File: config.mk
export PLATFORM = sky130hd
export DESIGN_NAME = program_counter
export DESIGN_NICKNAME = d
export VERILOG_FILES = /design/src/rtl/cpu_pkg.sv /design/src/rtl/pc_incrementer.sv /design/src/rtl/program_counter.sv
export SDC_FILE = /design/constraint.sdc
export NUM_CORES = 1
export LEC_CHECK = 0
export CORE_UTILIZATION = 38
export CTS_BUF_LIST = sky130_fd_sc_hd__clkbuf_4 sky130_fd_sc_hd__clkbuf_8 sky130_fd_sc_hd__clkbuf_16
export DETAILED_ROUTE_END_ITERATION = 8
export MAX_ROUTING_LAYER = met4
export PLACE_DENSITY = 0.77
export SLEW_MARGIN = 20
export SYNTH_ARGS = -nofsm -noshare
export SYNTH_HDL_FRONTEND = slang
export SYNTH_SLANG_ARGS = --single-unit
File: constraint.sdc
create_clock -name clk -period 2.2 [get_ports clk]
set_input_delay 0.44 -clock clk [delete_from_list [all_inputs] [get_ports clk]]
set_output_delay 0.44 -clock clk [all_outputs]
set_load 0.02 [all_outputs]
File: src/rtl/cpu_pkg.sv
// cpu_pkg: datapath-wide constants and types shared by the CPU front end.
//   XLEN            - architectural address/data width
//   addr_t          - XLEN-bit address type
//   PC_RESET_VECTOR - fetch address after reset (4-byte aligned)
//   INSTR_BYTES     - size of one instruction word in bytes
package cpu_pkg;

   localparam int XLEN = 32;

   typedef logic [XLEN-1:0] addr_t;

   localparam addr_t PC_RESET_VECTOR = 32'h0000_0000;
   localparam int    INSTR_BYTES     = 4;

endpackage

File: src/rtl/pc_incrementer.sv
// pc_incrementer: combinational adder that advances an address by one
// instruction word. Wraps modulo 2^WIDTH; no carry out is produced.
// Ports:
//   pc        in  WIDTH  current address
//   pc_plus4  out WIDTH  pc + INC
module pc_incrementer
   import cpu_pkg::*;
#(
   parameter int WIDTH = XLEN,
   parameter int INC   = INSTR_BYTES
) (
   input  logic [WIDTH-1:0] pc,
   output logic [WIDTH-1:0] pc_plus4
);

   assign pc_plus4 = pc + WIDTH'(INC);

endmodule

File: src/rtl/program_counter.sv
// program_counter: instruction fetch address register.
// Each rising edge the PC loads pc_in (branch/jump target), holds (stall),
// or advances by one instruction word. pc_load always beats stall.
// Ports:
//   clk         in  1      system clock, rising edge
//   rst_n       in  1      asynchronous active-low reset
//   pc_in       in  WIDTH  next-address value used when pc_load=1
//   pc_load     in  1      select pc_in as next PC
//   stall       in  1      hold PC when pc_load=0
//   pc_out      out WIDTH  current fetch address (registered)
//   pc_plus4    out WIDTH  pc_out + INC (combinational, wraps)
//   misaligned  out 1      sticky: a pc_in with nonzero low bits was loaded
// WIDTH must be at least 3 and RESET_VECTOR must be 4-byte aligned.
module program_counter
   import cpu_pkg::*;
#(
   parameter int               WIDTH        = XLEN,
   parameter logic [WIDTH-1:0] RESET_VECTOR = WIDTH'(PC_RESET_VECTOR),
   parameter int               INC          = INSTR_BYTES
) (
   input  logic             clk,
   input  logic             rst_n,
   input  logic [WIDTH-1:0] pc_in,
   input  logic             pc_load,
   input  logic             stall,
   output logic [WIDTH-1:0] pc_out,
   output logic [WIDTH-1:0] pc_plus4,
   output logic             misaligned
);

   logic [WIDTH-1:0] pc_q;
   logic             misaligned_q;
   logic [WIDTH-1:0] pc_seq;

   // One adder serves both the link-address output and the sequential path.
   pc_incrementer #(
      .WIDTH (WIDTH),
      .INC   (INC)
   ) u_inc (
      .pc       (pc_q),
      .pc_plus4 (pc_seq)
   );

   always_ff @(posedge clk or negedge rst_n) begin
      if (!rst_n) begin
         pc_q         <= RESET_VECTOR;
         misaligned_q <= 1'b0;
      end else if (pc_load) begin
         // Targets are forced word-aligned; a dirty target is only flagged.
         pc_q <= {pc_in[WIDTH-1:2], 2'b00};
         if (pc_in[1:0] != 2'b00) begin
            misaligned_q <= 1'b1;
         end
      end else if (!stall) begin
         pc_q <= pc_seq;
      end
   end

   assign pc_out     = pc_q;
   assign pc_plus4   = pc_seq;
   assign misaligned = misaligned_q;

endmodule

==> Yosys cells after proc, flatten, opt, wreduce, memory -nomap -nowiden <==
Cells that the tools add are included.
{ "word_totals": {"out_inout_bits": 65, "register_bits": 33} }
{ "classes": {"n_reduce_logical": 2, "add_sub_neg": 1, "muxes": 2, "eq_ne": 1} }
{ "op_table": {"columns": ["operator", "count"], "rows": [
  ["32-bit two-way mux", 2],
  ["32-bit by 3-bit adder with 32-bit output (second input constant)", 1],
  ["2-bit inequality test (second input constant)", 1],
  ["2-bit AND reduction", 1],
  ["2-bit nonzero test", 1]
]} }

==> Depth between registers and ports, before layout <==
Gate-level depths: netlist of the first run.
{ "logic_depth": {"ltp_word": 3, "ltp_mapped": 6} }

==> Cells and area by module <==
From an unflattened synthesis of the first run, not the netlist that was laid out.
{ "hier_totals": {"hier_cells": 223, "hier_area_um2": 2122.0} }
{ "modules_own_cells": {"columns": ["mod", "n_inst", "area_each_um2", "cells_per_inst"], "rows": [
  ["program_counter", 1, 1541.5, 140],
  ["pc_incrementer", 1, 580.6, 83]
]} }

==> Worst setup path after synthesis of the first run <==
No wires, ideal clock.
{ "synth_timing": {"path_type": "flip-flop to output port", "startpoint": "register pc_q[4] (netlist: pc_out[4])", "endpoint": "output port pc_plus4[29]", "arrival_time_ns": 2.123, "path_stages_with_launch": 7, "setup_slack_ns": -0.363, "required_time_ns": 1.760, "path_buffers": 2, "cell_sequence": "dfrtp_1 -> buf_2 -> nand3_1 -> or4_1 -> clkbuf_1 -> nor3_1 -> xor2_1"} }
{ "synth_between": {"elab_chain_cells": 1} }
{ "synth_lines": {"columns": ["element", "line", "rtl"], "rows": [
  ["start, declared", "program_counter.sv:31", "logic [WIDTH-1:0] pc_q;"],
  ["start signal, assigned", "program_counter.sv:50", "pc_q <= {pc_in[WIDTH-1:2], 2'b00};"],
  ["start signal, assigned", "program_counter.sv:55", "pc_q <= pc_seq;"],
  ["32-bit by 3-bit adder with 32-bit output", "pc_incrementer.sv:16", "assign pc_plus4 = pc + WIDTH'(INC);"],
  ["end, declared", "program_counter.sv:27", "output logic [WIDTH-1:0] pc_plus4,"]
]} }
No other way between the ends.

==> Worst setup path after layout of the first run <==
{ "layout_timing": {"startpoint": "register pc_q[11] (netlist: pc_out[11])", "endpoint": "output port pc_plus4[31]"} }
Same word-level chain as after synthesis.

==> results of run 1 <==
-- stage by stage --
step	cells	setup slack, ps	total power, uW	hold WS (ps)
finish	511	-263	2170	484
global route	511	-306	2260	508
CTS	503	-221	2120	485
detailed placement	492	-404	1550	461
global placement	492	-376	1540	456
floorplan	281	-72.9	1110	144
-- final cells by class --
class / instances / area share
Inverter: 9 / 0.00788
Sequential cell: 31 / 0.184
Multi-Input combinational cell: 218 / 0.393
Timing Repair Buffer: 173 / 0.366
Tap cell: 72 / 0.0210
Clock buffer: 6 / 0.0193
Clock inverter: 2 / 0.00817
-- worst max-delay path, delay by kind of cell, from the launching register on --
| kind | cells | cell delay, ps |
|---|---|---|
| buffers and inverters | 2 | 300 |
| xor gates and xnor gates | 1 | 160 |
| and+or+nand+nor | 3 | 850 |
| DFF | 1 | 410 |
-- registers in the layout, summed over array words and instances, names as in the netlist --
register	flops
pc_out	30
misaligned	1
-- metal layers --
layer,wire (um),track usage
met1,3430,0.330
met3,590,0.0526
met4,171,0.0909
met2,4570,0.462
met5,0,-
-- cell usage after synthesis, types with 2 or more instances --
| cell | n | area [um^2] |
|---|---|---|
| nor2_1 | 23 | 86.3 |
| and3_1 | 5 | 31.3 |
| a31oi_1 | 9 | 56.3 |
| nand2_1 | 37 | 139 |
| o31ai_1 | 3 | 22.5 |
| dfrtp_1 | 31 | 776 |
| xnor2_1 | 23 | 201 |
| clkbuf_1 | 9 | 33.8 |
| o21ai_0 | 15 | 75.1 |
| nor3_1 | 12 | 60.1 |
| buf_2 | 8 | 40.0 |
| nand4_1 | 12 | 75.1 |
| o211ai_1 | 3 | 22.5 |
| a21oi_1 | 2 | 10.0 |
| or4_1 | 7 | 52.6 |
| buf_4 | 4 | 30.0 |
| nand4_2 | 2 | 25.0 |
| xor2_1 | 18 | 158 |
| a41o_1 | 2 | 20.0 |
| inv_1 | 9 | 33.8 |
| a31o_2 | 2 | 17.5 |
| nand3_1 | 15 | 75.1 |
| buf_6 | 2 | 22.5 |
| and4_1 | 2 | 17.5 |
| nand4b_1 | 5 | 43.8 |
| a211o_1 | 2 | 17.5 |
-- power by group through the flow --
stage               Combinational (uW)  Sequential (uW)  Clock [uW]
finish                             893              681         593
global route                       947              684         627
CTS                                851              675         591
detailed placement                 869              685           0
global placement                   857              680           0
floorplan                          332              780           0
-- cell families after synthesis --
family / after synthesis
mux: 1
fa+ha+maj: 1
compound gates: 42
flops: 31
simple gates: 129
other cells: 1
xor+xnor: 41
buf+inv: 32
-- worst min-delay path by stage --
stage,start,to,slack [ps],cells after the start
final,misaligned$_DFFE_PN0P_,misaligned$_DFFE_PN0P_,480,1
after global routing,misaligned$_DFFE_PN0P_,misaligned$_DFFE_PN0P_,510,1
after CTS,misaligned$_DFFE_PN0P_,misaligned$_DFFE_PN0P_,490,1
after detailed placement,misaligned$_DFFE_PN0P_,misaligned$_DFFE_PN0P_,460,1
after global placement,misaligned$_DFFE_PN0P_,misaligned$_DFFE_PN0P_,460,1
after floorplan,rst_n,misaligned$_DFFE_PN0P_,140,0
-- cells in the final DEF, fill, tap and decap left out, types with 13 or more instances in the layout --
master,netlist,routed
dfrtp_1,31,19
buf_6,2,14
xor2_1,18,13
clkdlybuf4s50_1,0,68
xnor2_1,23,13
nand2_1,37,36
buf_4,4,81
o21ai_0,15,15
nor2_1,23,19
-- what timing repair did --
action | 4_1_cts | 5_1_grt
pin swaps | 9 | 15
cloned | 0 | 1
gates resized for setup | 130 | 34
hold endpoints to repair | 0 | 0
setup endpoints to repair | 28 | 22
setup buffers | 3 | 7
==> flow_summary.ini, run 1 <==
[status]
status = finished with violations
violations = negative setup slack

[min_path]
min_path_type = register to register

[drt]
firstDrtPassIters = 5
first_iter_violations = 216
avgViaCountPerCell = 5.42
antenna_left = 0
wl_per_cell_um = 17.2
route.vias.total = 2771
finalWirelength_um = 8770
drc_errors = 0

[logic_synthesis]
synthFlopType = dfrtp_1
syn_avg_cell_area_um2 = 8.22
ys_seq_elements = 31
ys_warn_count = 0
synth_xor_area_frac = 0.157
synth.area.mux_share = 0.00438
synth_top_family_by_area = simple AND/OR/NAND/NOR gates
synth.distinct_cells = 42
async_flop_share = 1.00
synth_area_um2 = 2290
synth_seq_area_share = 0.339
synth_compound_area_frac = 0.120
synth_cells = 278
synth_edf_count = 0
synthSimpleGateAreaFrac = 0.302
synthAdderAreaFrac = 0.00547

[finish]
design_area_um2 = 4290
diodes = 0
seq_area_um2 = 791
nFillCells = 376
synthToLayoutAreaGrowth_pct = 87.5
multi_input_area_um2 = 1680
fin_util = 0.760
nets = 475
drive_above_1_share = 0.371

[sta]
fin_crit_ps = 2460
drv_slew = 0
setup_viol = 16
finalHoldViolations = 0
grt_setup_unrepaired = true
skew_ps = 10.0
timing.setup.tns_ps = -2070
clock.fmax_mhz = 406
fin_ws_ps = -263
finalCritPeriodShare = 1.12

[critical_path]
path_max_fanout = 7
cp_slowest_cell = or4_4
start_kind = register
crit_arrival_ps = 2020
worstSetupEndpointType = primary output
ff2ff_path_depth = 5
endpoint = pc_plus4[31]
rr_endpoint = pc_out[25]$_DFFE_PN0N_
required_ps = 1760
crit_chain = nand4_4 -> or4_4 -> buf_12 -> nor3_4 -> xor2_2 -> buf_6
rr_startpoint = pc_out[11]$_DFFE_PN0N_
cp-startpoint = pc_out[11]$_DFFE_PN0N_
path_class = register to primary output
r2r_slack_ps = 140
cpPeakStageDelay_ps = 520

[clock_tree]
cts_hold_buf = 0
cts.sinks = 31
cts_tree = built
clkTransAtPathRegs_ps = 80
cts_made_buffers = 5
htreeDepth = 2
clock_tree.root_cell = clkbuf_8
insertion_delay_ps = 290
clock_path_buffers = 2

[die]
die_w_um = 79.6
core-area_um2 = 5640
core.rowCount = 27
ios = 101
fp.dieArea_um2 = 6330
die_h_um = 79.6
initial_utilization = 0.405

[global_routing]
grt_usage = 0.275
antenna_found_initial = 0
grt-ovfl-total = 0
grt_pass1_wl_um = 12900
grt_pass1_vias = 2659
grt_max_degree = 32

[power]
clock_power_share = 0.274
p_int_uw = 1430
power_density_nw_per_um2 = 506
swShare = 0.342
cellLeakagePower_uw = 0.00188
ir_drop_v = 0.000349
comb_power_share = 0.412
p_sw_uw = 741
power_frac_seq = 0.314

[job]
maxCapViolCount = 0

[placed_design]
place_hpwl_um = 5990
place_area_um2 = 3920
port_buffers = 96
gp_congestion = 0.924
Note: power is estimated with default switching activity, not from simulation.
==> inputs of run 2 (changes only) <==
--- a/config.mk
+++ b/config.mk
@@ -8,8 +8,10 @@
 export CORE_UTILIZATION = 38
 export CTS_BUF_LIST = sky130_fd_sc_hd__clkbuf_4 sky130_fd_sc_hd__clkbuf_8 sky130_fd_sc_hd__clkbuf_16
 export DETAILED_ROUTE_END_ITERATION = 8
+export GPL_ROUTABILITY_DRIVEN = 0
 export MAX_ROUTING_LAYER = met4
 export PLACE_DENSITY = 0.77
+export SKIP_LAST_GASP = 1
 export SLEW_MARGIN = 20
 export SYNTH_ARGS = -nofsm -noshare
 export SYNTH_HDL_FRONTEND = slang
==> run 2 against run 1 <==
Effect of this change:
- the run still ends with negative setup slack left
- sequential power hardly changed
- clock-buffer cell count is the same
- maximum frequency increased by 1.5%
- worst hold slack improved by 1.9 ps
- die area unchanged
- critical endpoint unchanged
- largest cell class unchanged
- largest power group unchanged
==> flow_summary.ini, run 2 (same netlist as run 1, synthesis figures left out) <==
[status]
status = finished with violations
violations = negative setup slack

[finish]
drive_above_1_share = 0.370
multi_input_area_um2 = 1690
synthToLayoutAreaGrowth_pct = 88.5
nFillCells = 371
fin_util = 0.764
mostFrequentLayoutCell = buf_4
largest_register_ffs = 30
diodes = 0
nets = 477
instances_no_fill = 513
seq_area_um2 = 791
final_cell_mix = buf_4 (83), clkdlybuf4s50_1 (68), nand2_1 (36)

[critical_path]
crit_arrival_ps = 1990
crit_chain = nand4_4 -> or4_4 -> buf_12 -> nor3_4 -> xor2_2 -> buf_6
r2r_slack_ps = 170
start_kind = register
cpPeakStageDelay_ps = 510
required_ps = 1760
ff2ff_path_depth = 5
worstSetupEndpointType = primary output
cp_slowest_cell = or4_4
path_class = register to primary output
path_max_fanout = 7

[clock_tree]
cts_made_buffers = 5
insertion_delay_ps = 290
cts.sinks = 31
cts_tree = built
clock_path_buffers = 2
htreeDepth = 2
clkTransAtPathRegs_ps = 70
clock_tree.root_cell = clkbuf_8

[global_routing]
grt_pass1_wl_um = 12800
grt-ovfl-total = 0
grt_max_degree = 32
antenna_found_initial = 0
grt_pass1_vias = 2654
grt_usage = 0.272

[drt]
route.vias.total = 2803
wl_per_cell_um = 16.8
first_iter_violations = 203
antenna_left = 0
firstDrtPassIters = 5
avgViaCountPerCell = 5.46
drc_errors = 0
finalWirelength_um = 8600

[die]
fp.dieArea_um2 = 6330
die_h_um = 79.6
core-area_um2 = 5640
ios = 101
initial_utilization = 0.405
die_w_um = 79.6
core.rowCount = 27

[sta]
skew_ps = 9.56
finalCritPeriodShare = 1.10
clock.fmax_mhz = 412
hold_slack_ps = 486
finalHoldViolations = 0
setup_viol = 17
timing.setup.tns_ps = -1900
grt_setup_unrepaired = true
fin_crit_ps = 2430
drv_slew = 0
fin_ws_ps = -226

[placed_design]
place_inst = 492
place_hpwl_um = 5990
port_buffers = 96

[min_path]
holdPathStages = 1
min_path_type = register to register

[power]
cellLeakagePower_uw = 0.00190
ir_drop_v = 0.000354
total_power_uw = 2160
power_density_nw_per_um2 = 502

[job]
maxCapViolCount = 0
## run 2: changes by cell type in the layout (fill, tap and decap cells not counted), sizes merged
cell / previous run / this run
dlygate4sd2: 5 / 7
clkbuf: 8 / 7
clkdlybuf4s15: 1 / 0
buf: 97 / 99
## run 2: worst max-delay path: cells and delay by family, from the launching register on
family                 cells  cell delay [ps]
buffers and inverters      2              300
AND/OR/NAND/NOR            3              840
XOR/XNOR                   1              160
flip-flops                 1              400
## run 2: repair_timing
item | 4_1_cts | 5_1_grt
setup buffers | 3 | 9
cloned | 0 | 1
gates resized for setup | 124 | 37
pin swaps | 9 | 17
endpoints found under the setup margin | 28 | 22
hold buffers | 0 | 0
## run 2: metal layers
layer	track usage	wire length [um]
met5	-	0
met4	0.0873	242
met3	0.0377	596
met2	0.462	4380
met1	0.334	3380
## run 2: path summary, 6_finish.rpt
check,start,to
hold / removal,misaligned$_DFFE_PN0P_,misaligned$_DFFE_PN0P_
min in group asynchronous,rst_n,pc_out[13]$_DFFE_PN0N_
setup / recovery,pc_out[11]$_DFFE_PN0N_,pc_plus4[31]
setup reg to reg,pc_out[11]$_DFFE_PN0N_,pc_out[25]$_DFFE_PN0N_
max in group asynchronous,rst_n,pc_out[8]$_DFFE_PN0N_
hold reg to reg,misaligned$_DFFE_PN0P_,misaligned$_DFFE_PN0P_
## run 2: stage by stage
stage | cell area [um^2] | setup WS (ps)
2_1_floorplan | 2520 | -72.9
3_3_place_gp | 3920 | -376
3_5_place_dp | 3920 | -404
4_1_cts | 4040 | -221
5_1_grt | 4310 | -288
6_report | 4310 | -226
## run 2: area by class of cell
cell class                      count  area share
Clock buffer                        6      0.0192
Clock inverter                      2     0.00813
Inverter                            9     0.00784
Multi-Input combinational cell    218       0.393
Sequential cell                    31       0.184
Tap cell                           72      0.0209
Timing Repair Buffer              175       0.368
## run 2: power breakdown
group | switching, uW | leakage [uW] | internal [uW]
sequential | 52.3 | 0.000349 | 627
combinational | 461 | 0.00149 | 434
clock | 224 | 0.0000612 | 366
==> RTL edit, RTL diff (config.mk and constraints of run 2) <==
Reset style: synchronous (`rst_n`), changed in one clocked block. Comments in the files are not updated.
--- a/src/rtl/program_counter.sv
+++ b/src/rtl/program_counter.sv
@@ -41,7 +41,7 @@
       .pc_plus4 (pc_seq)
    );
 
-   always_ff @(posedge clk or negedge rst_n) begin
+   always_ff @(posedge clk) begin
       if (!rst_n) begin
          pc_q         <= RESET_VECTOR;
          misaligned_q <= 1'b0;
Behaviour: differs if rst_n is asserted again (counterexample within 4 cycles, from zero or initial values and one cycle with rst_n low); with rst_n held inactive, the same outputs for 10 cycles.
==> RTL edit against run 2 <==
  * The run still ends with negative setup slack left
  * Sequential cell count unchanged
  * Worst setup slack worse by 0.0052 ns
  * Power down 17%
  * Final area up 4.8%
  * Routed wire length up 3.0%
  * Count of clock-buffer cells in the layout up 1
  * Area after synthesis up 3.0%
  * Sequential power down 4.4%
  * Die area up 2.9%
  * Critical path type unchanged
  * Largest power group unchanged
==> RTL edit: results (changes against run 2) <==
power_and_ir_drop:
  p_leak_uw: 0.00204  # +7.3%
  p_switching_uw: 596  # -19%
  vdd_drop_max_v: 0.000351  # -0.81%
critical_path:
  reg2reg_depth: 7  # +2
  cp_max_fo: 2  # -5
  critPathLaunch: "pc_out[7]"
  endpoint: "pc_plus4[24]"
  r2r_end: "pc_out[17]"
  r2r_start: "pc_out[7]"
  cp.arrival_ns: 1.99  # about the same
  max_stage_delay_ns: 0.55  # +0.04 ns
route:
  wl_um: 8860  # +3.0%
  drt_iter0_drc: 247  # +22%
  dr_total_vias: 3011  # +7.4%
place:
  pre_cts_slack_ns: -0.446  # -0.0418 ns
  hpwlAfterDp_um: 5620  # -6.0%
cells_and_area:
  largest_reg_flops: 30  # unchanged
  num_antenna_cells: 0  # unchanged
  drive_gt1_share_pct: 40.8  # +3.8 points
  final_nets: 512  # +7.3%
grt:
  grtUsageTotal_pct: 27.1  # -0.16 points
  grt_max_degree: 31  # -3.1%
  grt_pass1_vias: 2836  # +6.9%
  grt_pass1_wl_um: 13300  # +3.8%
  antenna_found_initial: 0  # unchanged
logic_synthesis:
  ys_seq_area_share_pct: 26.4  # -7.6 points
  async_reset_ff_share_pct: 0  # -100 points
  synth-main-ff-cell: "dfxtp_1"
  synthTopCellsByArea: "dfxtp_1 (26%), xnor2_1 (8.9%), xor2_1 (6.3%), o21ai_0 (5.3%), nor3_1 (4.9%)"
  synthTopCellsByCount: "dfxtp_1 (31), nand2_1 (26), o21ai_0 (25)"
  ys_types: 49  # +17%
hold_path:
  hold_path.class: "reg2reg"
sta:
  worst_slack_ns: -0.231  # -0.00520 ns
  clock_skew_ns: 0.0120  # +0.00244 ns
  finalSetupTns_ns: -2.01  # -0.111 ns
  final-setup-viol-count: 15  # -2
run_status:
  status: "finished, violations left"
  violations: "negative setup slack"
cts:
  htree_levels: 2  # unchanged
  clockRootBuffer: "clkbuf_8"
[RTL edit: worst min path at each step]
stage,startpoint,endpoint,slack [ns],cells after the start
2_1_floorplan,pc_in[3],pc_out[3],0.58,1
3_3_place_gp,misaligned,misaligned,0.45,1
3_5_place_dp,misaligned,misaligned,0.46,1
4_1_cts,misaligned,misaligned,0.48,1
5_1_grt,misaligned,misaligned,0.52,1
6_report,misaligned,misaligned,0.48,1
[RTL edit: power by group through the flow]
stage,combinational (µW),clock [µW],sequential [µW]
finish,660,492,650
global route,701,528,654
CTS,646,492,646
detailed placement,633,0,653
global placement,629,0,651
floorplan,269,0,711
[RTL edit: metrics by stage]
stage	instances	utilization [%]	hold WS (ns)	cell area (µm²)	total power, µW
detailed placement	522	67.9	0.458	4050	1290
global placement	522	67.9	0.450	4050	1280
global route	551	75.9	0.518	4520	1880
floorplan	306	-	0.577	2600	980
finish	551	75.9	0.480	4520	1800
CTS	545	73.7	0.479	4390	1780
[RTL edit: cell type report]
cell class	count	area, µm²
Multi-Input combinational cell	237	1910
Timing Repair Buffer	193	1730
Tap cell	75	93.8
Clock inverter	1	5.00
Sequential cell	31	666
Clock buffer	7	90.1
Fill cell	415	1440
Inverter	7	26.3
[RTL edit: metal layers]
metal / global-route usage [%] / wire, µm / vias to the layer above
met4: 7.50 / 186 / 0
met2: 45.8 / 4410 / 159
li1: - / - / 1430
met5: - / 0 / -
met1: 33.4 / 3640 / 1399
met3: 3.86 / 621 / 23
[RTL edit: repair_timing]
| item | CTS | global route |
|---|---|---|
| hold buffers | 0 | 0 |
| setup endpoints to repair | 26 | 22 |
| cloned | 1 | 0 |
| setup buffers | 14 | 9 |
| pin swaps | 16 | 11 |
| gates resized for setup | 154 | 22 |
[RTL edit: cells by family (layout without fill, tap and decap cells)]
family	count (synthesis)	count (layout)	synth area share, %
mux	1	1	0.425
buf+inv	38	208	7.92
xor+xnor	41	41	15.2
compound gates	63	63	17.6
flops	31	31	26.4
fa+ha+maj	1	1	0.531
simple gates	127	127	31.8
other cells	1	4	0.159
[RTL edit: critical path: cells and delay by family (launching register included)]
family / cells / cell delay, ns
flops: 1 / 0.37
xor+xnor: 1 / 0.17
buf+inv: 1 / 0.13
simple gates: 3 / 1.04
